**src/rtl/cpu_run_ctrl.sv**
```systemverilog
// Run/halt/single-step controller for the CPU core: debounced keys, PC breakpoint,
// core clock-enable and executed-instruction counter.

module key_debounce #(
    parameter int DEBOUNCE_CYCLES = 500000
) (
    input  logic clk_i,
    input  logic reset_n_i,
    input  logic key_n_i,
    output logic press_o
);
    localparam int CW = $clog2(DEBOUNCE_CYCLES);
    localparam logic [CW-1:0] CNT_LAST = CW'(DEBOUNCE_CYCLES - 1);

    logic          sync1_q, sync2_q;
    logic          stable_q, stable_d;
    logic [CW-1:0] cnt_q, cnt_d;

    always_ff @(posedge clk_i) begin
        if (!reset_n_i) begin
            sync1_q  <= 1'b1;
            sync2_q  <= 1'b1;
            stable_q <= 1'b1;
            cnt_q    <= '0;
        end else begin
            sync1_q  <= key_n_i;
            sync2_q  <= sync1_q;
            stable_q <= stable_d;
            cnt_q    <= cnt_d;
        end
    end

    always_comb begin
        stable_d = stable_q;
        cnt_d    = cnt_q;
        if (sync2_q == stable_q) begin
            cnt_d = '0;
        end else if (cnt_q == CNT_LAST) begin
            stable_d = sync2_q;
            cnt_d    = '0;
        end else begin
            cnt_d = cnt_q + 1'b1;
        end
    end

    // Pulse in the cycle the stable level falls, so the FSM sees it one edge later.
    assign press_o = stable_q & ~stable_d;
endmodule

// state  | meaning
// HALT   | core stopped, waiting for a key
// STEP   | one instruction executes, then HALT
// RUN    | free running until run key or breakpoint
// BREAK  | stopped on breakpoint; resume skips the match once
module cpu_run_ctrl #(
    parameter int DEBOUNCE_CYCLES = 500000,
    parameter int ADDR_W          = 16,
    parameter int CNT_W           = 16
) (
    input  logic              CLOCK_50,
    input  logic              reset_n,
    input  logic              key_step_n,
    input  logic              key_run_n,
    input  logic              bp_enable,
    input  logic [ADDR_W-1:0] bp_addr,
    input  logic [31:0]       pc,
    output logic              cpu_en,
    output logic              halted,
    output logic [1:0]        state,
    output logic [CNT_W-1:0]  step_count
);
    typedef enum logic [1:0] {
        S_HALT  = 2'd0,
        S_STEP  = 2'd1,
        S_RUN   = 2'd2,
        S_BREAK = 2'd3
    } state_t;

    state_t             state_q, state_d;
    logic               skip_q, skip_d;
    logic [CNT_W-1:0]   step_count_q, step_count_d;
    logic               step_pulse, run_pulse;
    logic               bp_hit;

    wire unused_pc = ^{pc[31:ADDR_W+2], pc[1:0]};

    key_debounce #(.DEBOUNCE_CYCLES(DEBOUNCE_CYCLES)) u_db_step (
        .clk_i     (CLOCK_50),
        .reset_n_i (reset_n),
        .key_n_i   (key_step_n),
        .press_o   (step_pulse)
    );

    key_debounce #(.DEBOUNCE_CYCLES(DEBOUNCE_CYCLES)) u_db_run (
        .clk_i     (CLOCK_50),
        .reset_n_i (reset_n),
        .key_n_i   (key_run_n),
        .press_o   (run_pulse)
    );

    always_ff @(posedge CLOCK_50) begin
        if (!reset_n) begin
            state_q      <= S_HALT;
            skip_q       <= 1'b0;
            step_count_q <= '0;
        end else begin
            state_q      <= state_d;
            skip_q       <= skip_d;
            step_count_q <= step_count_d;
        end
    end

    always_comb begin
        bp_hit       = bp_enable & (pc[ADDR_W+1:2] == bp_addr) & ~skip_q;
        cpu_en       = (state_q == S_STEP) | ((state_q == S_RUN) & ~bp_hit);
        state_d      = state_q;
        skip_d       = skip_q;
        step_count_d = step_count_q + CNT_W'(cpu_en);
        if (cpu_en) begin
            skip_d = 1'b0;
        end
        case (state_q)
            S_HALT: begin
                if (run_pulse)       state_d = S_RUN;
                else if (step_pulse) state_d = S_STEP;
            end
            S_STEP: state_d = S_HALT;
            S_RUN: begin
                if (run_pulse)   state_d = S_HALT;
                else if (bp_hit) state_d = S_BREAK;
            end
            S_BREAK: begin
                // Resume must let the core execute the breakpoint instruction once.
                if (run_pulse) begin
                    state_d = S_RUN;
                    skip_d  = 1'b1;
                end else if (step_pulse) begin
                    state_d = S_STEP;
                end
            end
            default: state_d = S_HALT;
        endcase
    end

    assign halted     = (state_q == S_HALT) | (state_q == S_BREAK);
    assign state      = state_q;
    assign step_count = step_count_q;
endmodule

```
**config.mk**
```make
export PLATFORM = sky130hd
export DESIGN_NAME = cpu_run_ctrl
export DESIGN_NICKNAME = d
export VERILOG_FILES = /design/src/rtl/cpu_run_ctrl.sv
export SDC_FILE = /design/constraint.sdc
export NUM_CORES = 1
export LEC_CHECK = 0
export CORE_ASPECT_RATIO = 1.2
export CORE_UTILIZATION = 53
export CTS_BUF_LIST = sky130_fd_sc_hd__clkbuf_16
export CTS_CLUSTER_SIZE = 40
export DETAILED_ROUTE_END_ITERATION = 6
export PLACE_DENSITY = 0.84
export RECOVER_POWER = 100
export SLEW_MARGIN = 20
export SYNTH_ARGS = -nofsm -noshare
export SYNTH_HDL_FRONTEND = slang
export SYNTH_SLANG_ARGS = --single-unit
```
**constraint.sdc**
```tcl
create_clock -name CLOCK_50 -period 6.45 [get_ports CLOCK_50]
set_input_delay 1.29 -clock CLOCK_50 [delete_from_list [all_inputs] [get_ports CLOCK_50]]
set_output_delay 1.29 -clock CLOCK_50 [all_outputs]
set_load 0.01 [all_outputs]
```
==> results of run 1 <==
==> final cells by class <==
class,instances,area share (%)
Multi-Input combinational cell,251,42.8
Sequential cell,63,32.4
Timing Repair Buffer,56,14.4
Clock buffer,9,5.79
Tap cell,62,1.99
Clock inverter,6,1.38
Inverter,13,1.25
==> metrics by stage <==
step | hold WS (ps) | cells | total power [W] | utilization, % | cell area, um^2
2_1_floorplan | 386 | 332 | 0.000438 | - | 3010
3_3_place_gp | 390 | 445 | 0.000478 | 67.3 | 3610
3_5_place_dp | 398 | 445 | 0.000480 | 67.3 | 3610
4_1_cts | 410 | 460 | 0.000931 | 72.5 | 3890
5_1_grt | 417 | 460 | 0.000955 | 72.5 | 3890
6_report | 407 | 460 | 0.000923 | 72.5 | 3890
==> registers in the layout, indices dropped and copies added (netlist names), 2 cells and up <==
name,count
state,2
step_count,16
u_db_run.cnt_q,19
u_db_step.cnt_q,19
==> report_power, final <==
group / switching [W] / internal, W / leakage, nW
combinational: 0.0000322 / 0.0000407 / 0.812
clock: 0.000161 / 0.000291 / 0.138
sequential: 0.00000371 / 0.000394 / 0.508
total: 0.000197 / 0.000726 / 1.46
==> worst paths after layout <==
kind	slack (ps)	to	depth (start not counted)
max	1490	cpu_en	7
min reg2reg	410	u_db_step.sync2_q	1
max reg2reg	4020	step_count[14]	10
min	410	u_db_step.sync2_q	1
==> synth_stat cells, types with 2 or more instances <==
cell type	number	area, um^2
nand2_1	22	82.6
dfxtp_1	63	1260
and4_1	4	35.0
nor2_1	55	206
inv_1	12	45.0
buf_2	2	10.0
xnor2_1	28	245
nand2b_1	6	37.5
nand4_1	9	56.3
o31a_1	2	17.5
nor3_1	8	40.0
nor4_1	6	37.5
and4b_1	2	20.0
nand3_1	14	70.1
or3_1	5	31.3
o21ai_0	4	20.0
and3_1	10	62.6
ha_1	8	100
and2_1	5	31.3
a21oi_1	5	25.0
nor4b_1	3	26.3
xor2_1	36	315
==> per-layer routing <==
metal  global-route usage [%]  up-vias
li1                         -     1258
met5                        0        -
met1                     23.5     1159
met2                     39.2       40
met3                     3.72       21
met4                     14.0        0
==> cells by family (layout without fill, tap and decap cells) <==
kind of cell,count (synthesis),count (layout),synth area share [%]
AO/OA/AOI/OAI,18,18,4.08
XOR/XNOR,64,64,18.6
adder cells (fa/ha/maj),8,8,3.33
buffers and inverters,18,84,2.70
flip-flops,63,63,41.9
multiplexers,1,1,0.333
AND/OR/NAND/NOR,160,160,29.0
==> run_results.csv, run 1 <==
group,metric,value,unit
layout,multi_input_area,0.00166,mm^2
floorplan,start_util,56.0,%
floorplan,die-width,70.8,um
clock_tree,cts_setup_buffers,0,
critical_path,r2r_start,"state[1]",
clock_tree,clockBufferDepth,2,
critical_path,critPathLaunchType,"primary input",
timing,clock_skew,6.79,ps
synth,synth-main-ff-cell,"dfxtp_1",
placement,portBuffers,56,
route,wl_met2,3120,um
global_route,globalRouteOverflowTotal,0,
critical_path,critical_path_arrival,3670,ps
global_route,grt_pass1_vias,2449,
route,met3_length,175,um
route,routed.top_layer,"met4",
timing,fin_crit,4960,ps
clock_tree,path_clk_slew,50,ps
clock_tree,htree_levels,3,
synth,ys_seq_area_share,41.9,%
critical_path,critical_path.cell_chain,"dlygate4sd3_1 -> xor2_1 -> nor4_1 -> nand4_1 -> o21ai_0 -> nand2b_1 -> dlygate4sd3_1",
timing,fmax,202,MHz
global_route,grt_first_pass_wirelength,10400,um
placement,dp_hpwl,4380,um
synth,syn_area,0.00301,mm^2
route,wl_met1,2540,um
layout,antenna_cells,0,
critical_path,end_kind,"primary output",
route,num_vias,2478,
timing,rsz0062_at_grt,"false",
critical_path,cpPeakStageDelay,630,ps
clock_tree,cts_root_buf,"clkbuf_16",
layout,fillCellCount,404,
synth,avgSynthCellArea,9.06,um^2
critical_path,cp_top_family,"buffers and inverters",
route,drt_iter0_drc,87,
layout,final_cell_mix,"dfxtp_1 (63), nor2_1 (55), xor2_1 (36)",
worst_hold_path,worstHoldPathType,"register to register",
timing,setup_slack,1490,ps
layout,area.growth.synth_to_final,29.4,%
placement,pre_cts_ws,1780,ps
timing,tightest_slew,635,ps
synth,ys_warn_count,0,
critical_path,cp.required,5160,ps
placement,place.gp.congestion,0.760,
layout,nets,455,
route,post-route-drc-count,10,
route,ant_nets,0,
floorplan,core,0.00537,mm^2
critical_path,worst-path-buf-inv,2,
route,via_per_inst,5.39,
layout,final_common_cell,"dfxtp_1",
synth,async_reset_ff_share,0,%
clock_tree,cts_hold_buffers,0,
critical_path,crit_top_cell,"dlygate4sd3_1",
synth,synth_edf_count,0,
worst_hold_path,min-delay-start,"u_db_step.sync1_q",
route,wl_per_cell,13.1,um
flow_run,maxCapViolCount,0,
synth,synthesis.nets,393,
layout,drive_gt1_share,5.28,%
timing,slew_viol_final,0,
clock_tree,cts_tree,"yes",
outcome,violations,"DRC",
critical_path,cp_max_fo,2,
route,wirelength,6040,um
clock_tree,clock_latency,330,ps
critical_path,path_class,"primary input to primary output",
floorplan,io_pins,73,
power,p_leak,1.46,nW
outcome,status,"finished with violations",
synth,synthCells,332,
floorplan,die_h,84.5,um
clock_tree,numCtsBuffers,9,
global_route,grtUsageTotal,21.9,%
power,p_per_area,237,mW/mm^2
route,drtPass1Iterations,7,
timing,relSlewSlack,57.7,%
clock_tree,cts.sink_count,63,
timing,period_share,76.9,%
floorplan,die_area,0.00598,mm^2
layout,regArea,0.00126,mm^2
timing,tns,0,ps
clock_tree,cts_resized,0,
timing,setup_viol,0,
synth,synth_seq_cells,63,
synth,synth_cell_types,45,
power,peakVddDrop,0.000209,V
global_route,grt_max_degree,20,
timing,hold_viol,0,
global_route,antenna_found_initial,0,
critical_path,slowest_stage,"dlygate4sd3_1",
critical_path,crit_start,"bp_addr[8]",
floorplan,row_count,29,
Note: power is estimated with default switching activity, not from simulation.
==> run 2, diff against run 1 <==
--- a/config.mk
+++ b/config.mk
@@ -6,11 +6,11 @@
 export NUM_CORES = 1
 export LEC_CHECK = 0
 export CORE_ASPECT_RATIO = 1.2
-export CORE_UTILIZATION = 53
+export CORE_UTILIZATION = 45
 export CTS_BUF_LIST = sky130_fd_sc_hd__clkbuf_16
 export CTS_CLUSTER_SIZE = 40
 export DETAILED_ROUTE_END_ITERATION = 6
-export PLACE_DENSITY = 0.84
+export PLACE_DENSITY = 0.76
 export RECOVER_POWER = 100
 export SLEW_MARGIN = 20
 export SYNTH_ARGS = -nofsm -noshare
==> constraint.sdc (replaced) <==
create_clock -name CLOCK_50 -period 4.4 [get_ports CLOCK_50]
set_input_delay 0.88 -clock CLOCK_50 [delete_from_list [all_inputs] [get_ports CLOCK_50]]
set_output_delay 0.88 -clock CLOCK_50 [all_outputs]
set_load 0.01 [all_outputs]
==> run_results.csv, run 2 (synthesized netlist as in run 1, its figures left out) <==
group,metric,value,unit
layout,regArea,0.00126,mm^2
timing,slew_viol_final,0,
global_route,grtUsageTotal,17.8,%
layout,fillCellCount,551,
route,wl_per_cell,11.8,um
power,p_per_area,345,mW/mm^2
layout,nets,455,
timing,rsz0062_at_grt,"false",
clock_tree,cts_resized,0,
floorplan,io_pins,73,
route,wl_met1,2430,um
route,drtPass1Iterations,4,
route,met3_length,183,um
critical_path,cp_max_fo,2,
critical_path,r2r_start,"state[0]",
layout,fin_area,0.00392,mm^2
clock_tree,cts_hold_buffers,0,
clock_tree,numCtsBuffers,9,
placement,place.gp.congestion,0.784,
clock_tree,cts.sink_count,63,
route,drt_iter0_drc,61,
layout,multi_input_area,0.00166,mm^2
critical_path,critical_path_arrival,3000,ps
critical_path,reg2reg_depth,11,
timing,setup_viol,0,
timing,period_share,88.1,%
worst_hold_path,min-delay-start,"u_db_step.sync1_q",
floorplan,start_util,46.6,%
floorplan,core,0.00645,mm^2
route,wl_met2,2980,um
timing,fin_crit,3880,ps
global_route,grt_max_degree,20,
placement,portBuffers,56,
power,p_leak,1.47,nW
route,ant_nets,0,
critical_path,critPathLaunchType,"primary input",
power,finalPower,0.00135,W
route,wirelength,5710,um
global_route,globalRouteOverflowTotal,0,
global_route,antenna_found_initial,0,
layout,drive_gt1_share,5.26,%
layout,area.growth.synth_to_final,30.4,%
floorplan,die-width,76.6,um
route,num_vias,2433,
global_route,grt_first_pass_wirelength,9910,um
layout,antenna_cells,0,
power,peakVddDrop,0.000243,V
global_route,grt_pass1_vias,2341,
clock_tree,htree_levels,3,
critical_path,r2r_slack,2030,ps
route,via_per_inst,5.03,
critical_path,cp.required,3520,ps
critical_path,end_kind,"primary output",
floorplan,row_count,32,
clock_tree,cts_tree,"yes",
timing,tns,0,ps
route,routed.top_layer,"met4",
clock_tree,clockBufferDepth,2,
timing,clock_skew,6.48,ps
timing,tightest_slew,657,ps
route,post-route-drc-count,0,
placement,placed_cell_area,0.00364,mm^2
clock_tree,cts_root_buf,"clkbuf_16",
floorplan,die_h,91.5,um
critical_path,r2r_end,"step_count[12]",
timing,fmax,258,MHz
layout,final_cell_mix,"dfxtp_1 (63), nor2_1 (55), xor2_1 (36)",
timing,hold_viol,0,
timing,relSlewSlack,56.2,%
clock_tree,cts_setup_buffers,0,
clock_tree,clock_latency,330,ps
worst_hold_path,holdPathEnd,"u_db_step.sync2_q",
clock_tree,path_clk_slew,50,ps
flow_run,maxCapViolCount,0,
critical_path,path_class,"primary input to primary output",
placement,dp_hpwl,4210,um
worst_hold_path,worstHoldPathType,"register to register",
floorplan,die_area,0.00701,mm^2
layout,final_common_cell,"dfxtp_1",
outcome,status,"completed",
worst_hold_path,hold_path_depth,1,
run 2: routing by layer:
layer	vias to the layer above	track usage (%)
met1	1136	19.2
met3	10	5.53
met2	34	31.6
met5	-	0
li1	1253	-
met4	0	8.17
run 2: worst max-delay path: stages:
cell and delay, ps:
dlygate4sd3_1 550, xor2_1 160, nor4_1 400, nand3_1 130, o21ai_0 250, nand2b_1 130, clkdlybuf4s50_1 490
run 2: report_power, final:
part | total [W] | internal [W] | switching [W]
logic | 0.000104 | 0.0000602 | 0.0000438
clock network | 0.000666 | 0.000428 | 0.000238
registers | 0.000583 | 0.000578 | 0.00000506
run 2: final cells by class:
class	count	share of cell area (%)
clock buffer	9	5.75
clock inverter	7	1.44
inverter	13	1.24
multi-input combinational	251	42.4
sequential	63	32.2
tap	85	2.71
timing repair buffer	56	14.3
run 2: worst max-delay path by stage:
stage                from              to  slack [ps]  depth (start not counted)
2_1_floorplan  bp_addr[8]  step_count[10]        1390                         12
3_3_place_gp   bp_addr[1]          cpu_en         610                          7
3_5_place_dp   bp_addr[8]          cpu_en         610                          7
4_1_cts        bp_addr[8]          cpu_en         610                          7
5_1_grt        bp_addr[1]          cpu_en         330                          7
6_report       bp_addr[1]          cpu_en         520                          7
run 2: per-stage QoR:
step | instances | hold slack, ps | utilization (%) | setup WS [ps]
CTS | 484 | 410 | 60.9 | 609
global route | 484 | 441 | 60.8 | 334
detailed placement | 468 | 402 | 56.5 | 610
global placement | 468 | 400 | 56.5 | 607
floorplan | 332 | 386 | - | 1390
finish | 484 | 403 | 60.8 | 523
